--- src/rtl/button_press_encoder.sv ---
// Push-button front end: synchronises and debounces a raw button level, then emits
// single-cycle press / long-hold / auto-repeat pulses and a wrapping press counter.
module button_press_encoder #(
  parameter int DEBOUNCE_CYCLES = 4,
  parameter int LONG_CYCLES     = 16,
  parameter int REPEAT_CYCLES   = 8,
  parameter int CNT_W           = 8
) (
  input  logic             clk,
  input  logic             rst,
  input  logic             btn_raw,
  output logic             btn_level,
  output logic             press_pulse,
  output logic             long_pulse,
  output logic             repeat_pulse,
  output logic [CNT_W-1:0] press_count
);

  localparam int DB_W   = $clog2(DEBOUNCE_CYCLES + 1);
  localparam int HOLD_W = $clog2(LONG_CYCLES + 1);
  localparam int REP_W  = $clog2(REPEAT_CYCLES + 1);

  typedef enum logic [2:0] {
    S_IDLE,
    S_DB_PRESS,
    S_HELD,
    S_LONG,
    S_DB_RELEASE
  } state_t;

  logic              r_sync1;
  logic              r_btn_s;
  state_t            r_state, w_state_next;
  state_t            r_ret, w_ret_next;
  logic [DB_W-1:0]   r_db_cnt, w_db_cnt_next;
  logic [HOLD_W-1:0] r_hold_cnt, w_hold_cnt_next;
  logic [REP_W-1:0]  r_rep_cnt, w_rep_cnt_next;
  logic              r_level, w_level_next;
  logic              r_press, w_press_next;
  logic              r_long, w_long_next;
  logic              r_repeat, w_repeat_next;
  logic [CNT_W-1:0]  r_count, w_count_next;

  always_ff @(posedge clk) begin
    if (rst) begin
      r_sync1    <= 1'b0;
      r_btn_s    <= 1'b0;
      r_state    <= S_IDLE;
      r_ret      <= S_HELD;
      r_db_cnt   <= '0;
      r_hold_cnt <= '0;
      r_rep_cnt  <= '0;
      r_level    <= 1'b0;
      r_press    <= 1'b0;
      r_long     <= 1'b0;
      r_repeat   <= 1'b0;
      r_count    <= '0;
    end else begin
      r_sync1    <= btn_raw;
      r_btn_s    <= r_sync1;
      r_state    <= w_state_next;
      r_ret      <= w_ret_next;
      r_db_cnt   <= w_db_cnt_next;
      r_hold_cnt <= w_hold_cnt_next;
      r_rep_cnt  <= w_rep_cnt_next;
      r_level    <= w_level_next;
      r_press    <= w_press_next;
      r_long     <= w_long_next;
      r_repeat   <= w_repeat_next;
      r_count    <= w_count_next;
    end
  end

  always_comb begin
    w_state_next    = r_state;
    w_ret_next      = r_ret;
    w_db_cnt_next   = r_db_cnt;
    w_hold_cnt_next = r_hold_cnt;
    w_rep_cnt_next  = r_rep_cnt;
    w_level_next    = r_level;
    w_press_next    = 1'b0;
    w_long_next     = 1'b0;
    w_repeat_next   = 1'b0;
    w_count_next    = r_count;

    case (r_state)
      S_IDLE: begin
        if (r_btn_s) begin
          w_state_next  = S_DB_PRESS;
          w_db_cnt_next = '0;
        end
      end
      S_DB_PRESS: begin
        // A low sample anywhere in the window rejects the press outright.
        if (!r_btn_s) begin
          w_state_next = S_IDLE;
        end else if (r_db_cnt == DB_W'(DEBOUNCE_CYCLES - 1)) begin
          w_state_next    = S_HELD;
          w_level_next    = 1'b1;
          w_press_next    = 1'b1;
          w_count_next    = r_count + CNT_W'(1);
          w_hold_cnt_next = '0;
        end else begin
          w_db_cnt_next = r_db_cnt + DB_W'(1);
        end
      end
      S_HELD: begin
        if (!r_btn_s) begin
          w_state_next  = S_DB_RELEASE;
          w_ret_next    = S_HELD;
          w_db_cnt_next = '0;
        end else if (r_hold_cnt == HOLD_W'(LONG_CYCLES - 1)) begin
          w_state_next   = S_LONG;
          w_long_next    = 1'b1;
          w_rep_cnt_next = '0;
        end else begin
          w_hold_cnt_next = r_hold_cnt + HOLD_W'(1);
        end
      end
      S_LONG: begin
        if (!r_btn_s) begin
          w_state_next  = S_DB_RELEASE;
          w_ret_next    = S_LONG;
          w_db_cnt_next = '0;
        end else if (r_rep_cnt == REP_W'(REPEAT_CYCLES - 1)) begin
          w_repeat_next  = 1'b1;
          w_rep_cnt_next = '0;
        end else begin
          w_rep_cnt_next = r_rep_cnt + REP_W'(1);
        end
      end
      S_DB_RELEASE: begin
        // Bounce during release resumes the hold with its counters untouched.
        if (r_btn_s) begin
          w_state_next = r_ret;
        end else if (r_db_cnt == DB_W'(DEBOUNCE_CYCLES - 1)) begin
          w_state_next = S_IDLE;
          w_level_next = 1'b0;
        end else begin
          w_db_cnt_next = r_db_cnt + DB_W'(1);
        end
      end
      default: begin
        w_state_next = S_IDLE;
      end
    endcase
  end

  assign btn_level    = r_level;
  assign press_pulse  = r_press;
  assign long_pulse   = r_long;
  assign repeat_pulse = r_repeat;
  assign press_count  = r_count;

endmodule
--- config.mk ---
export PLATFORM = sky130hd
export DESIGN_NAME = button_press_encoder
export DESIGN_NICKNAME = d
export VERILOG_FILES = /design/src/rtl/button_press_encoder.sv
export SDC_FILE = /design/constraint.sdc
export NUM_CORES = 1
export LEC_CHECK = 0
export BUFFER_PORTS_ARGS = -buffer_cell sky130_fd_sc_hd__buf_2
export CORE_ASPECT_RATIO = 0.6
export CORE_MARGIN = 4
export CORE_UTILIZATION = 44
export DETAILED_ROUTE_END_ITERATION = 10
export HOLD_SLACK_MARGIN = 0.06
export PLACE_DENSITY = 0.69
export SYNTH_ARGS = -nofsm -noshare
export SYNTH_HDL_FRONTEND = slang
export SYNTH_SLANG_ARGS = --single-unit
--- constraint.sdc ---
create_clock -name clk -period 5.01 [get_ports clk]
set_input_delay 1.002 -clock clk [delete_from_list [all_inputs] [get_ports clk]]
set_output_delay 1.002 -clock clk [all_outputs]
set_load 0.02 [all_outputs]
# ---- Word-level counts from Yosys, hierarchy flattened
# Cells that the tools add are included.
dict set report word_totals {
  regBits 32
  latchBits 0
  ram_bits 0
  rom_bits 0
  input_bits 3
  output_inout_bits 12
  elab_cells 94
  memories 0
}
dict set report classes {
  addsub 4
  mul 0
  div 0
  n_lt_le_gt_ge 0
  eq_ne 22
  shifts 0
  mux 36
  bitwise_logic 4
  n_reduce_logical 16
}
# op count
set ops {}
lappend ops {{$mux W3} 15}
lappend ops {{$ne A2 B2 Y1 const B} 12}
lappend ops {{$mux W5} 4}
lappend ops {{$reduce_and A5 Y1} 4}
lappend ops {{$mux W4} 4}
lappend ops {{$pmux W3 S5} 1}
lappend ops {{$pmux W3 S4} 1}
lappend ops {{$pmux W5 S2} 1}
lappend ops {{$eq A3 B2 Y1 const B} 3}
lappend ops {{$ne A3 B3 Y1 const B} 3}
lappend ops {{$reduce_or A3 Y1} 3}
lappend ops {{$add A8 B1 Y8 const B} 1}
lappend ops {{$pmux W4 S2} 1}
lappend ops {{$mux W1} 7}
lappend ops {{$pmux W3 S2} 1}
lappend ops {{$reduce_and A3 Y1} 2}
lappend ops {{$reduce_bool A2 Y1} 3}
lappend ops {{$add A5 B1 Y5 const B} 1}
lappend ops {{$eq A5 B4 Y1 const B} 1}
lappend ops {{$add A4 B1 Y4 const B} 1}
lappend ops {{$eq A4 B3 Y1 const B} 1}
lappend ops {{$not A1 Y1} 4}
lappend ops {{$reduce_and A4 Y1} 1}
lappend ops {{$reduce_bool A4 Y1} 1}
lappend ops {{other kinds (6)} 6}

# ---- Logic depth before layout (Yosys ltp)
# Gate-level depths: netlist of the first run.
dict set report logic_depth {
  word_depth 4
  mapped_depth 7
  depth_no_buf 7
}

# ---- Least setup slack after synthesis of the first run
# No wires, ideal clock.
dict set report synth_path {
  path_kind {reg2reg}
  start {reg r_hold_cnt[0]}
  end {reg r_hold_cnt[4]}
  setup_ns 0.071
  arrival_ns 1.693
  required_ns 4.939
  path_slack_ns 3.247
  stages_incl_launch_ff 8
  path_buffers 0
  period_less_slack_ns 1.763
  cell_sequence {dfxtp_1 > ha_1 > and3_1 > ha_1 > nor3b_2 > o21ai_2 > or4_1 > a21oi_1}
}
dict set report synth_via {
  elab_chain_len 4
  elab_cells_between_ends 7
  cone_classes {1 x add/sub; 2 x eq/ne; 3 x mux; 1 x reduce/logical}
}
# element line_no
set synth_rtl {}
lappend synth_rtl {{from (decl)} 36} ;# logic [HOLD_W-1:0] r_hold_cnt, w_hold_cnt_next;
lappend synth_rtl {{from (signal assigned)} 64} ;# r_hold_cnt <= w_hold_cnt_next;
lappend synth_rtl {{$add A5 B1 Y5} 117} ;# w_hold_cnt_next = r_hold_cnt + HOLD_W'(1);
lappend synth_rtl {{$mux W5} 112} ;# end else if (r_hold_cnt == HOLD_W'(LONG_CYCLES - 1)) begin
lappend synth_rtl {{$mux W5} 108} ;# if (!r_btn_s) begin
lappend synth_rtl {{$pmux W5 S2} 86} ;# case (r_state)
# Several ways; a longest one is shown, not always the timed one. The select of a mux whose other input is x is not followed.
# A chain may end at the register's enable or synchronous reset.

# ---- Worst setup path after layout of the first run
dict set report layout_path {
  start {reg r_hold_cnt[0]}
  end {reg r_hold_cnt[3]}
}
# The elaborated chain is that of the path after synthesis.

==> flow_summary.ini, run 1 <==
[outcome]
status = completed

[finish]
drive_above_1_share_pct = 15.93
final_cells = 227
final_cell_mix = dfxtp_1 (30), nor2_1 (18), buf_2 (14)
area_growth_pct = 10.68
nets = 190
final_common_cell = dfxtp_1
stdcell_area_mm2 = 0.001660
antenna_cells = 0
final_core_util_pct = 50.88
fillers = 313

[clocking]
cts.clk_slew.worst_paths_ns = 0.06
cts_tree = yes
post_cts_buffers = 0
cts_max_path_buffers = 2
cts_sinks = 30
clk_latency_ns = 0.28
root_buffer = clkbuf_8
cts_buffers = 5
htreeDepth = 2
hold_buffers = 0
ctsResizeCount = 0

[placement]
place_inst = 219
gp_congestion = 0.8339
dp_slack_ns = 2.811
place_area_mm2 = 0.001569
dp_hpwl_um = 2107
io_buffer_count = 14

[pwr]
pwr-share-seq_pct = 53.4
vdd_drop_max_mv = 0.1623
pwr-share-comb_pct = 5.4
power.share.clock_pct = 41.2
power.switching_mw = 0.1132
finalPower_mw = 0.4765
p_sw_share_pct = 23.75
intPower_mw = 0.3633
power_density_mw_per_mm2 = 287.0
p_leak_nw = 0.6338

[setup_path]
worstPathCellList = ha_1 > and3_1 > ha_1 > nor2_1 > and3_1 > or3b_1 > a21oi_1
crit_required_ns = 5.22
slowest_delay_ns = 0.36
slowest_stage = or3b_1
worstSetupStartpoint = r_hold_cnt[0]$_SDFFE_PP0P_
critical_path_class = register to register
reg2reg_from = r_hold_cnt[0]$_SDFFE_PP0P_
worstPathArrival_ns = 2.14
cp_max_fo = 3
end_kind = register
start_kind = register

[global_route]
grt_pass1_wl_um = 5106
overflow = 0
grt_max_degree = 25
grt_pass1_vias = 1144
grt_antenna_before_repair = 0
grtUsageTotal_pct = 14.87

[sta]
setup_tns_ns = 0
slew-limit-headroom_pct = 57.77
final_max_slew_viol_count = 0
rsz0062_at_grt = no
period_minus_slack_ns = 1.927
setup_slack_ns = 3.083
final-setup-viol-count = 0
clock_skew_ns = 0.004155
fmax_mhz = 519.0
whs_ns = 0.4498
final_hold_viol_count = 0
fin_crit_sh_pct = 38.46
worst_slew_pin_slew_ns = 0.6326

[synth]
syn_inst = 169
netlist.top_cell.by_area = dfxtp_1
seq_area_frac_synth_pct = 40.03
avgSynthCellArea_um2 = 8.877
ys_seq_elements = 30
synthSimpleGateAreaFrac_pct = 30.28
yosysTopAreaCellShare_pct = 40.03
synth_area_mm2 = 0.001500
synth_compound_area_share_pct = 12.34
syn_nets = 178
synth_top_family_by_area = simple AND/OR/NAND/NOR gates
ys_top_cells_by_area = dfxtp_1 (40%), ha_1 (5.0%), nor2_1 (4.5%)
ys_types = 42
synth_ff_type = dfxtp_1
synth_edf_count = 0
synthMuxAreaShare_pct = 2.669
synth-adder-area-share_pct = 5.004
synth_async_sr_flop_share_pct = 0
yosysWarningCount = 0
synth-xor-area-share_pct = 4.087

[floorplanning]
core_mm2 = 0.003263
dieWidth_um = 83.38
die_area_mm2 = 0.004438
placementRows = 16
ioPinCount = 15
dieHeight_um = 53.23
initial_core_util_pct = 45.97

[drt]
route.vias.total = 1239
antenna_left = 0
drt_wl_total_um = 2961
viasPerCell = 5.458
drc = 0
drtPass1Iterations = 4
drtIter0Drc = 68
wl_per_cell_um = 13.04

[min_path]
min_path_type = register to register
holdCritStartpoint = r_hold_cnt[4]$_SDFFE_PP0P_

[job]
drv_cap = 0
cell families (layout without fill, tap and decap cells):
| family | count (synthesis) | in the layout |
|---|---|---|
| AOI/OAI and AO/OA | 28 | 28 |
| xor gates and xnor gates | 7 | 7 |
| adders and majority gates | 6 | 6 |
| buffers and inverters | 16 | 29 |
| DFF | 30 | 30 |
| muxes | 4 | 4 |
| and+or+nand+nor | 78 | 78 |
synthesized netlist by cell type, types with 4 or more instances:
cell type	count
nand2_1	8
mux2i_1	4
nor3_1	7
and3_1	4
o31ai_1	4
a21oi_1	9
dfxtp_1	30
nor3b_1	6
inv_1	7
buf_2	4
nand3_1	7
xnor2_1	4
nor2_1	18
o21ai_0	6
ha_1	6
worst max-delay path, delay by kind of cell, from the launching register on:
family | cells | cell delay [ns]
flops | 1 | 0.34
compound gates | 1 | 0.14
fa+ha+maj | 2 | 0.44
simple gates | 4 | 0.94
routing by layer:
metal	track usage (%)	part of all wire, %	wire length, µm	up-vias
li1	-	-	-	626
met1	17.54	50	1487	582
met2	23.80	43	1265	24
met3	5.910	5.3	156	7
met4	7.609	1.8	52	0
met5	0	0	0	-
area by class of cell:
| type | instances | area (µm²) | share of cell area, % |
|---|---|---|---|
| sequential | 30 | 600.6 | 36.17 |
| inverter | 7 | 26.28 | 1.583 |
| multi-input combinational | 123 | 815.8 | 49.13 |
| tap | 45 | 56.30 | 3.391 |
| clock inverter | 1 | 5.005 | 0.3014 |
| clock buffer | 7 | 86.33 | 5.200 |
| timing repair buffer | 14 | 70.07 | 4.220 |
sequential cells by signal, indices dropped and copies added, names as in the netlist, 3 cells and up:
name / flops
r_rep_cnt: 4
r_state: 3
press_count: 8
r_db_cnt: 3
r_hold_cnt: 5
power by group through the flow:
stage | Clock (mW) | Combinational (mW) | Sequential (mW)
6_report | 0.197 | 0.0257 | 0.254
3_5_place_dp | 0 | 0.0256 | 0.259
3_3_place_gp | 0 | 0.0246 | 0.259
4_1_cts | 0.205 | 0.0256 | 0.254
2_1_floorplan | 0 | 0.0347 | 0.249
5_1_grt | 0.213 | 0.0283 | 0.256
path summary, 6_finish.rpt:
check | end | slack, ns | cells past startpoint
worst min-delay path | r_hold_cnt[4]$_SDFFE_PP0P_ | 0.45 | 2
worst max register to register | r_hold_cnt[3]$_SDFFE_PP0P_ | 3.08 | 7
worst min register to register | r_hold_cnt[4]$_SDFFE_PP0P_ | 0.45 | 2
worst max-delay path | r_hold_cnt[3]$_SDFFE_PP0P_ | 3.08 | 7
Note: power is estimated with default switching activity, not from simulation.
==> inputs of run 2 (changes only) <==
--- a/config.mk
+++ b/config.mk
@@ -11,7 +11,7 @@
 export CORE_UTILIZATION = 44
 export DETAILED_ROUTE_END_ITERATION = 10
 export HOLD_SLACK_MARGIN = 0.06
-export PLACE_DENSITY = 0.69
+export PLACE_DENSITY = 0.72
 export SYNTH_ARGS = -nofsm -noshare
 export SYNTH_HDL_FRONTEND = slang
 export SYNTH_SLANG_ARGS = --single-unit
==> constraint.sdc (replaced) <==
create_clock -name clk -period 1.7 [get_ports clk]
set_input_delay 0.34 -clock clk [delete_from_list [all_inputs] [get_ports clk]]
set_output_delay 0.34 -clock clk [all_outputs]
set_load 0.02 [all_outputs]
==> flow_summary.ini, run 2 (same netlist as run 1, synthesis figures left out) <==
[placement]
io_buffer_count = 14
place_inst = 232
dp_slack_ns = -0.08626
gp_congestion = 0.8680
dp_hpwl_um = 2446

[global_route]
grtUsageTotal_pct = 16.96
overflow = 0
grt_max_degree = 14
grt_antenna_before_repair = 0
grt_pass1_wl_um = 5796
grt_pass1_vias = 1296

[sta]
final_hold_viol_count = 0
period_minus_slack_ns = 1.694
final-setup-viol-count = 0
slew-limit-headroom_pct = 68.93
worst_slew_pin_slew_ns = 0.4655
final_max_slew_viol_count = 0
clock_skew_ns = 0.002955
fmax_mhz = 590.3
rsz0062_at_grt = yes
setup_slack_ns = 0.005875
whs_ns = 0.2692
fin_crit_sh_pct = 99.65

[floorplanning]
dieWidth_um = 83.38
dieHeight_um = 53.23
core_mm2 = 0.003263
initial_core_util_pct = 45.97
ioPinCount = 15
die_area_mm2 = 0.004438
placementRows = 16

[pwr]
vdd_drop_max_mv = 0.4431
p_leak_nw = 0.7507
power_density_mw_per_mm2 = 834.7
finalPower_mw = 1.597

[clocking]
clk_latency_ns = 0.28
hold_buffers = 0
htreeDepth = 2
cts_tree = yes
root_buffer = clkbuf_8
cts_buffers = 5
cts_max_path_buffers = 2
cts.clk_slew.worst_paths_ns = 0.06
cts_sinks = 30

[drt]
drt_wl_total_um = 3603
drc = 0
wl_per_cell_um = 14.89
drtPass1Iterations = 5
antenna_left = 0
route.vias.total = 1309
drtIter0Drc = 83
viasPerCell = 5.409

[setup_path]
start_kind = register
crit_required_ns = 1.92
worstPathArrival_ns = 1.91
slowest_stage = dfxtp_2
worstPathCellList = ha_4 > and3_4 > ha_4 > nor2_4 > and3_4 > or3b_1 > a21oi_1
cp_num_buf_inv = 0
critical_path_class = register to register
cp_max_fo = 3
critical_path.top_delay_family = simple AND/OR/NAND/NOR gates
end_kind = register
slowest_delay_ns = 0.34

[outcome]
status = completed

[finish]
final_common_cell = dfxtp_1
largest_reg_flops = 8
drive_above_1_share_pct = 29.95
final_cell_mix = dfxtp_1 (28), nor2_1 (17), buf_4 (15)
area_growth_pct = 27.52
antenna_cells = 0
final_cells = 242
nets = 205

[min_path]
min_path_type = input port to register

[job]
drv_cap = 0
## run 2: per-layer routing
metal	GRT usage [%]	wire, µm	up-vias
li1	-	-	651
met1	19.57	1562	609
met2	28.32	1758	39
met3	5.599	206	10
met4	9.511	76	0
met5	0	0	-
## run 2: final cells by class
cell class                 instances  area (µm²)
sequential                        30       603.1
tap                               45       56.30
fill                             280        1350
clock buffer                       5       68.82
multi-input combinational        123       935.9
inverter                           7       26.28
clock inverter                     3       40.04
timing repair buffer              29       182.7
## run 2: worst paths after layout
check / startpoint / to / slack [ns] / cells after the start
worst min-delay path: btn_raw / r_sync1$_SDFF_PP0_ / 0.27 / 2
worst min register to register: r_sync1$_SDFF_PP0_ / r_btn_s$_SDFF_PP0_ / 0.45 / 1
worst max-delay path: r_hold_cnt[1]$_SDFFE_PP0P_ / r_hold_cnt[3]$_SDFFE_PP0P_ / 0.006 / 7
worst max register to register: r_hold_cnt[1]$_SDFFE_PP0P_ / r_hold_cnt[3]$_SDFFE_PP0P_ / 0.006 / 7
## run 2: where the power goes
| part | switching (mW) | internal [mW] | leakage (nW) |
|---|---|---|---|
| clock network | 0.278 | 0.431 | 0.0579 |
| registers | 0.0266 | 0.713 | 0.243 |
| logic | 0.0831 | 0.0653 | 0.450 |
## run 2: timing repair
action | 4_1_cts | 5_1_grt
buffers inserted | 1 | 1
pin swaps | 4 | 2
resized for setup | 9 | 13
endpoints found under the setup margin | 6 | 18
## run 2: stage by stage
stage	TNS, ns	instance area (µm²)	util, %
floorplan	-0.01072	1505	-
global placement	-0.005905	1672	51.23
detailed placement	-0.1935	1672	51.23
CTS	0	1833	56.17
global route	-0.1549	1913	58.63
finish	0	1913	58.63
